File: config.mk
export PLATFORM = sky130hd
export DESIGN_NAME = ro_entropy_source
export DESIGN_NICKNAME = d
export VERILOG_FILES = /design/src/rtl/ro_entropy_source.sv
export SDC_FILE = /design/constraint.sdc
export NUM_CORES = 1
export LEC_CHECK = 0
export BUFFER_PORTS_ARGS = -buffer_cell sky130_fd_sc_hd__buf_2
export CORE_UTILIZATION = 30
export CTS_BUF_LIST = sky130_fd_sc_hd__clkbuf_4 sky130_fd_sc_hd__clkbuf_8
export CTS_CLUSTER_SIZE = 14
export DETAILED_ROUTE_END_ITERATION = 7
export GPL_TIMING_DRIVEN = 0
export SLEW_MARGIN = 0
export SYNTH_ARGS = -nofsm -noshare
export SYNTH_HDL_FRONTEND = slang
export SYNTH_SLANG_ARGS = --single-unit
File: constraint.sdc
create_clock -name clock -period 2.74 [get_ports clock]
set_input_delay 0.548 -clock clock [delete_from_list [all_inputs] [get_ports clock]]
set_output_delay 0.548 -clock clock [all_outputs]
set_load 0.05 [all_outputs]
File: src/rtl/ro_entropy_source.sv
// ro_entropy_source: ring-oscillator entropy source.
// NUM_RINGS rings are sampled through two-flop synchronisers and XOR-combined
// into one raw bit per clock. The raw stream feeds a sticky repetition-count
// health test and is packed into WORD_WIDTH-bit words on a valid/ready port.
// Build option: define RO_VON_NEUMANN_EN to insert a von Neumann debiaser
// between the raw stream and the packer. When it is undefined, every raw bit
// goes straight to the packer.
// ring_out is the documented force point for benches driving the raw stream.
module ro_entropy_source #(
  parameter int NUM_RINGS  = 4,
  parameter int RING_SIZE  = 3,
  parameter int DELAY      = 2,
  parameter int WORD_WIDTH = 8,
  parameter int REP_LIMIT  = 16
) (
  input  logic                  clock,
  input  logic                  reset,
  input  logic                  enable,
  input  logic                  word_ready,
  output logic                  word_valid,
  output logic [WORD_WIDTH-1:0] word_data,
  output logic                  health_fail
);

  localparam int TW = $clog2(DELAY + NUM_RINGS + 1);
  localparam int RW = $clog2(REP_LIMIT + 1);
  localparam int CW = $clog2(WORD_WIDTH);
  // Stopped ring: NOR stage low, then alternating through the inverters,
  // so the last (even-indexed) stage idles low.
  localparam logic [RING_SIZE-1:0] RING_IDLE = RING_SIZE'({RING_SIZE{2'b10}});

  logic                 ring_stop;
  logic [RING_SIZE-1:0] ring_stage [NUM_RINGS];
  logic [TW-1:0]        ring_tick  [NUM_RINGS];
  logic [NUM_RINGS-1:0] ring_out;

  logic [NUM_RINGS-1:0] sync_q1;
  logic [NUM_RINGS-1:0] sync_q2;
  logic                 raw_bit;
  logic [1:0]           fill_cnt;
  logic                 raw_valid;

  logic [RW-1:0]        rep_cnt;
  logic [RW-1:0]        rep_next;
  logic                 rep_bit;
  logic                 fail_trip;

  logic                 acc_valid;
  logic                 acc_bit;
  logic                 take;
  logic                 xfer;
  logic [CW-1:0]        bit_cnt;

  assign ring_stop = ~enable | reset;

  // Behavioural stand-in for the oscillator fabric: each stage advances once
  // every DELAY+r clocks, so rings run at distinct rates without a zero-delay
  // loop. Stage 0 is NOR(stop, last stage), the rest invert their neighbour.
  always_ff @(posedge clock or posedge reset) begin
    if (reset) begin
      for (int r = 0; r < NUM_RINGS; r++) begin
        ring_stage[r] <= RING_IDLE;
        ring_tick[r]  <= '0;
      end
    end else begin
      for (int r = 0; r < NUM_RINGS; r++) begin
        if (ring_stop) begin
          ring_stage[r] <= RING_IDLE;
          ring_tick[r]  <= TW'(DELAY + r - 1);
        end else if (ring_tick[r] == '0) begin
          ring_stage[r] <= ~{ring_stage[r][RING_SIZE-2:0], ring_stage[r][RING_SIZE-1]};
          ring_tick[r]  <= TW'(DELAY + r - 1);
        end else begin
          ring_tick[r]  <= ring_tick[r] - 1'b1;
        end
      end
    end
  end

  // Last-stage tap of every ring.
  always_comb begin
    ring_out = '0;
    for (int r = 0; r < NUM_RINGS; r++) begin
      ring_out[r] = ring_stage[r][RING_SIZE-1];
    end
  end

  // Two-flop synchronisers, then the registered XOR combiner.
  always_ff @(posedge clock or posedge reset) begin
    if (reset) begin
      sync_q1 <= '0;
      sync_q2 <= '0;
      raw_bit <= 1'b0;
    end else begin
      sync_q1 <= ring_out;
      sync_q2 <= sync_q1;
      raw_bit <= ^sync_q2;
    end
  end

  // Pipeline fill down-counter: the three raw bits already in the sync/XOR
  // pipeline when enable rises predate the rings starting and are skipped.
  always_ff @(posedge clock or posedge reset) begin
    if (reset) begin
      fill_cnt <= 2'd3;
    end else if (!enable) begin
      fill_cnt <= 2'd3;
    end else if (fill_cnt != 2'd0) begin
      fill_cnt <= fill_cnt - 2'd1;
    end
  end

  assign raw_valid = enable & (fill_cnt == 2'd0);

  // Repetition count on the raw stream; the trip is flagged on the edge that
  // registers the REP_LIMIT-th identical bit.
  always_comb begin
    rep_next  = rep_cnt;
    fail_trip = 1'b0;
    if (raw_valid && !health_fail) begin
      if (rep_cnt != '0 && raw_bit == rep_bit) begin
        rep_next = (rep_cnt == RW'(REP_LIMIT)) ? rep_cnt : rep_cnt + 1'b1;
      end else begin
        rep_next = RW'(1);
      end
      fail_trip = (rep_next == RW'(REP_LIMIT));
    end
  end

  // Health-test state; health_fail is sticky until reset.
  always_ff @(posedge clock or posedge reset) begin
    if (reset) begin
      rep_cnt     <= '0;
      rep_bit     <= 1'b0;
      health_fail <= 1'b0;
    end else begin
      if (!enable) begin
        rep_cnt <= '0;
        rep_bit <= 1'b0;
      end else if (raw_valid) begin
        rep_cnt <= rep_next;
        rep_bit <= raw_bit;
      end
      if (fail_trip) begin
        health_fail <= 1'b1;
      end
    end
  end

`ifdef RO_VON_NEUMANN_EN
  logic pair_second;
  logic pair_first;

  // Pair tracker: remember the first bit, judge the pair on the second.
  always_ff @(posedge clock or posedge reset) begin
    if (reset) begin
      pair_second <= 1'b0;
      pair_first  <= 1'b0;
    end else if (!enable) begin
      pair_second <= 1'b0;
      pair_first  <= 1'b0;
    end else if (raw_valid) begin
      pair_second <= ~pair_second;
      if (!pair_second) begin
        pair_first <= raw_bit;
      end
    end
  end

  // 01 yields 0 and 10 yields 1, i.e. the first bit of an unequal pair.
  assign acc_valid = raw_valid & pair_second & (pair_first != raw_bit);
  assign acc_bit   = pair_first;
`else
  assign acc_valid = raw_valid;
  assign acc_bit   = raw_bit;
`endif

  assign xfer = word_valid & word_ready;
  assign take = acc_valid & ~health_fail & ~fail_trip;

  // Word packer and output handshake. While a word waits for the consumer,
  // new bits are dropped; on the transfer edge a fresh bit starts the next word.
  always_ff @(posedge clock or posedge reset) begin
    if (reset) begin
      word_valid <= 1'b0;
      word_data  <= '0;
      bit_cnt    <= '0;
    end else if (health_fail || fail_trip) begin
      word_valid <= 1'b0;
    end else begin
      if (xfer) begin
        word_valid <= 1'b0;
        if (take) begin
          word_data <= {word_data[WORD_WIDTH-2:0], acc_bit};
          bit_cnt   <= CW'(1);
        end else begin
          bit_cnt   <= '0;
        end
      end else if (!word_valid && take) begin
        word_data <= {word_data[WORD_WIDTH-2:0], acc_bit};
        if (bit_cnt == CW'(WORD_WIDTH - 1)) begin
          word_valid <= 1'b1;
          bit_cnt    <= '0;
        end else begin
          bit_cnt    <= bit_cnt + 1'b1;
        end
      end
      if (!enable) begin
        bit_cnt <= '0;
      end
    end
  end

endmodule

# ---- Word level (Yosys, flattened, before mapping)
# Index checks and enable logic that the tools add are counted.
dict set report totals {
  ff_bits 54
  elab_cells 111
}
dict set report op_classes {
  n_addsub 7
  n_eq_ne 9
  mux 39
  bitwise 13
  n_reduce_logical 25
}
# cell count
set ops {}
lappend ops {{$mux 3} 20}
lappend ops {{$mux 5} 6}
lappend ops {{$mux 8} 3}
lappend ops {{$logic_not 3->1} 4}
lappend ops {{$not 3->3} 4}
lappend ops {{$reduce_bool 2->1} 6}
lappend ops {{$sub 3x1->3 const B} 4}
lappend ops {{$eq 5x5->1 const B} 2}
lappend ops {{$mux 1} 8}
lappend ops {{$ne 2x1->1 const B} 3}
lappend ops {{$reduce_and 2->1} 3}
lappend ops {{$reduce_bool 3->1} 2}
lappend ops {{$add 5x1->5 const B} 1}
lappend ops {{$reduce_bool 5->1} 1}
lappend ops {{$and 1x1->1} 4}
lappend ops {{$mux 2} 2}
lappend ops {{$not 1->1} 4}
lappend ops {{$reduce_xor 4->1} 1}
lappend ops {{$add 3x1->3 const B} 1}
lappend ops {{$eq 3x3->1 const B} 1}
lappend ops {{$logic_and 1x1->1} 3}
lappend ops {{$ne 3x1->1 const B} 1}
lappend ops {{$reduce_and 3->1} 1}
lappend ops {{$logic_not 1->1} 2}
lappend ops {{6 further kinds} 6}

# ---- Logic depth before layout (Yosys ltp)
dict set report depth {
  word_depth 12
  ltp_mapped 7
  mapped_depth_nobuf 7
}

# ---- Least setup slack after synthesis
# No wires, ideal clock.
dict set report synth_timing {
  kind {reg-to-reg}
  startpoint {reg rep_cnt[0]}
  endpoint {reg word_data[0]}
  setup_time_ps 125
  arrival_time_ps 2070
  path_slack_ps 545
  stages_incl_launch_ff 7
  n_path_buf 0
  synth_period_minus_slack_ps 2195
  cell_sequence {dfrtp_1 ha_1 and4_1 nor4_1 or4b_4 nand3_4 mux2_4}
}
dict set report synth_between {
  elab_chain_len 11
  elab_cells_between_ends 17
}
# element line
set synth_lines {}
lappend synth_lines {{start: declaration} 43} ;# logic [RW-1:0] rep_cnt;
lappend synth_lines {{start signal: assignment} 141} ;# rep_cnt <= rep_next;
lappend synth_lines {{$add 5x1->5 (tied with other cells)} 122} ;# rep_next = (rep_cnt == RW'(REP_LIMIT)) ? rep_cnt : rep_cnt + 1'b1;
lappend synth_lines {{$mux 5 / $logic_and 1x1->1 (equally long branches)} {122, 121}}
lappend synth_lines {{$mux 5 (*)} 121} ;# if (rep_cnt != '0 && raw_bit == rep_bit) begin
lappend synth_lines {{$mux 5 (*)} 120} ;# if (raw_valid && !health_fail) begin
lappend synth_lines {{$eq 5x5->1 (*)} 126} ;# fail_trip = (rep_next == RW'(REP_LIMIT));
lappend synth_lines {{$mux 1 (*)} 120}
lappend synth_lines {{$not 1->1} 179} ;# assign take = acc_valid & ~health_fail & ~fail_trip;
lappend synth_lines {{$and 1x1->1} 179}
lappend synth_lines {{$logic_and 1x1->1} 199} ;# end else if (!word_valid && take) begin
lappend synth_lines {{$reduce_bool 2->1 (no line)} n/a}
lappend synth_lines {{$reduce_and 3->1 (no line) (*)} n/a}
lappend synth_lines {{end signal: assignment} 194} ;# word_data <= {word_data[WORD_WIDTH-2:0], acc_bit};
lappend synth_lines {{end signal: assignment} 200} ;# word_data <= {word_data[WORD_WIDTH-2:0], acc_bit};
lappend synth_lines {{end: declaration} 21} ;# output logic [WORD_WIDTH-1:0] word_data,
# Every way passes the cells marked *; elsewhere a longest branch is shown, timed or not. The select of a mux whose other input is x is not followed.
# A chain may end at the register's enable or synchronous reset.

# ---- Worst setup path in the final report
dict set report layout_timing {
  startpoint {reg rep_cnt[0]}
  endpoint {reg word_data[7]}
}
# Same word-level chain as after synthesis.

==> metrics.txt <==
Final Wtd Congestion between 0.7 and 0.8; number of synthesized register bits 54; max-cap viol count 0; met2 Use GR 16.0%; fin crit period 2400 ps; antenna viol nets, final 0; yosys warns 0; clock slew at reported path FFs 100 ps; Tot Pwr about 1600 uW; vias in the first global route approximately 1,500; Yosys top cell by area dfrtp_1; Post-Syn Nets 226; fmax 0.416 GHz; post-synth cell types 41; largest net degree at the start of global routing 56; DRC viols 0; WP data required 2940 ps; CP cell instances ha_1 -> and4_1 -> nor4_1 -> or4b_4 -> nand3_4 -> mux2_4; worst slew pin tran about 1100 ps; Global Route met3 Usage 2.82%; I/O Buffers 13; period utilization 87.6%; CTS resizes 0; CTS Hold Bufs 0; critical path class flop to flop; RSZ-0062 raised after global routing false; Hold Path Class flop to flop; worst slew margin relative to its limit 27.9%; Final Max Tran Viols 0; Detailed Routing Iterations Pass 1 4; total clock sinks 54; Die ar. 8430 sq um; most common cell after layout, fill and taps aside dfrtp_1; # IOs 14; register area 1360 sq um; Top FF cell, synth dfrtp_1; met1 global-route usage 14.1%; Peak VDD IR 0.213 mV; Final Skew 12.6 ps; post-synthesis sequential area ratio 56.2%; CP bufs+invs 0; postcts setup bufs 0; Avg WL per Cell 11.7 microns; diodes inserted 0; synthesized cell area 2420 sq um; DP Wirelength between 2000 and 3000 microns; clock latency on the worst-skew pair 300 ps; Worst Setup End Kind flop; Synth Instances 210; most frequent cells in the layout 48 x dfrtp_1, 25 x nand2_1, 18 x nor2_1, 13 x inv_1, 13 x buf_2; Yosys top cell area share about half; critical path launch point rep_cnt[0]; Fin. Hold Viols 0; clock buffer depth 2; Via density 4.57; area taken by multi-input logic gates about 980 sq um; Mapped Avg Cell Area 11.5 sq um; Nets 246; RR Startpoint rep_cnt[0]; row count 32; first-pass GRT wire length a little under 7000 microns; worst min-delay path startpoint sync_q1[0]; final core utilization 35.1%; vias 1,523; slowest stage cell, crit path or4b_4; total core area 7770 sq um; worst-path maximum fanout 8; Critical Path Start Type flop; Post-synth ARST share 100%; share of post-route cells with drive strength above 1 17.7%; P&R area growth vs syn 12.8%; First DRT Iteration DRCs 36; Max stage delay on crit path ~570 ps; die height 91.8 microns; Arr. time, crit path 2600 ps; antenna violations before repair 0; number of synthesized flops with an enable pin 0; H-tree Lvls 2; Starting Density between 30% and 40%; layer with the highest usage met2; LEAKAGE 0.00133 uW; # fillers just over 800; delay-heaviest family, CP simple AND/OR/NAND/NOR gates; outcome finished, final reports clean; GRT Util Overall 10.2%; CTS root buf clkbuf_8; PwrDens just under 600 nW/um^2; setup violators final 0; Num CTS Buffers 5; Area contributors post-synth dfrtp_1 50%, dfstp_2 6.5%, ha_1 6.2%; CTS tree built; overall die width about 92 microns; Setup TNS Final 0 ps; WL final 3890 microns; total congestion overflow 0
[stage by stage]
| step | hold WS [ps] | cell area (sq um) | cells | worst slack, ps |
|---|---|---|---|---|
| CTS | 349 | 2730 | 333 | 349 |
| global placement | 332 | 2610 | 325 | 108 |
| global route | 373 | 2730 | 333 | 206 |
| detailed placement | 335 | 2610 | 325 | 97.5 |
| floorplan | 331 | 2420 | 210 | 545 |
| finish | 342 | 2730 | 333 | 339 |
[synthesized netlist by cell type, types with 3 or more instances]
master and number:
mux2_4 8, mux2i_1 3, o21ai_0 3, a211oi_1 5, nand2_1 25, inv_1 13, o211ai_1 3, dfrtp_1 48
nor2b_1 7, nor2_1 18, a21oi_1 7, dfstp_2 6, nor3_1 3, a21boi_1 3, xnor2_1 4, nand2b_1 7
xor2_1 3, nand3_1 3, clkbuf_1 4, ha_1 12, o31ai_1 3
[worst register-to-register path: cells and delay by family, from the launching register on]
| kind | cells | cell delay (ps) |
|---|---|---|
| adders and majority gates | 1 | 290 |
| DFF | 1 | 450 |
| muxes | 1 | 320 |
| and+or+nand+nor | 4 | 1240 |
[registers in the layout (all words and copies together) (netlist names), 3 cells and up]
register,flops
ring_tick,12
ring_stage,8
word_data,8
rep_cnt,5
ring_out,4
sync_q1,4
sync_q2,4
bit_cnt,3
[area by class of cell]
class	count	area share (%)
plain buffers	5	0.963
repair buffers	13	2.39
multi-input cells	137	36.0
clock inverters	3	1.74
well taps	102	4.68
inverters	14	1.93
flip-flops and latches	54	49.8
clock buffers	5	2.52
[cell families (layout without fill, tap and decap cells)]
logic type	after synthesis	in the layout	share of synthesized area (%)
buf+inv	19	40	3.26
mux	11	11	6.21
fa+ha+maj	12	12	6.21
xor+xnor	7	7	2.53
simple gates	74	74	15.7
flops	54	54	56.2
compound gates	33	33	9.88
[final timing paths]
check / cells after the start / slack [ps] / endpoint
setup / recovery: 6 / 340 / word_data[7]
hold / removal: 0 / 340 / sync_q2[0]
setup reg to reg: 6 / 340 / word_data[7]
hold reg to reg: 0 / 340 / sync_q2[0]
max in group asynchronous: 2 / 1560 / rep_bit
min in group asynchronous: 2 / 520 / ring_tick[8]
[layer usage]
layer  part of all wire, %  vias up
met1                    51      741
met4                   1.6        0
met5                     0        -
met3                   3.1       10
met2                    44       17
li1                      -      755
[report_power, final]
part / switching, uW / leakage (uW) / internal [uW]
logic: 133 / 0.000564 / 71.0
clock network: 261 / 0.0000587 / 277
registers: 24.1 / 0.000708 / 837
total: 418 / 0.00133 / 1190
(Power assumes the default switching activity.)
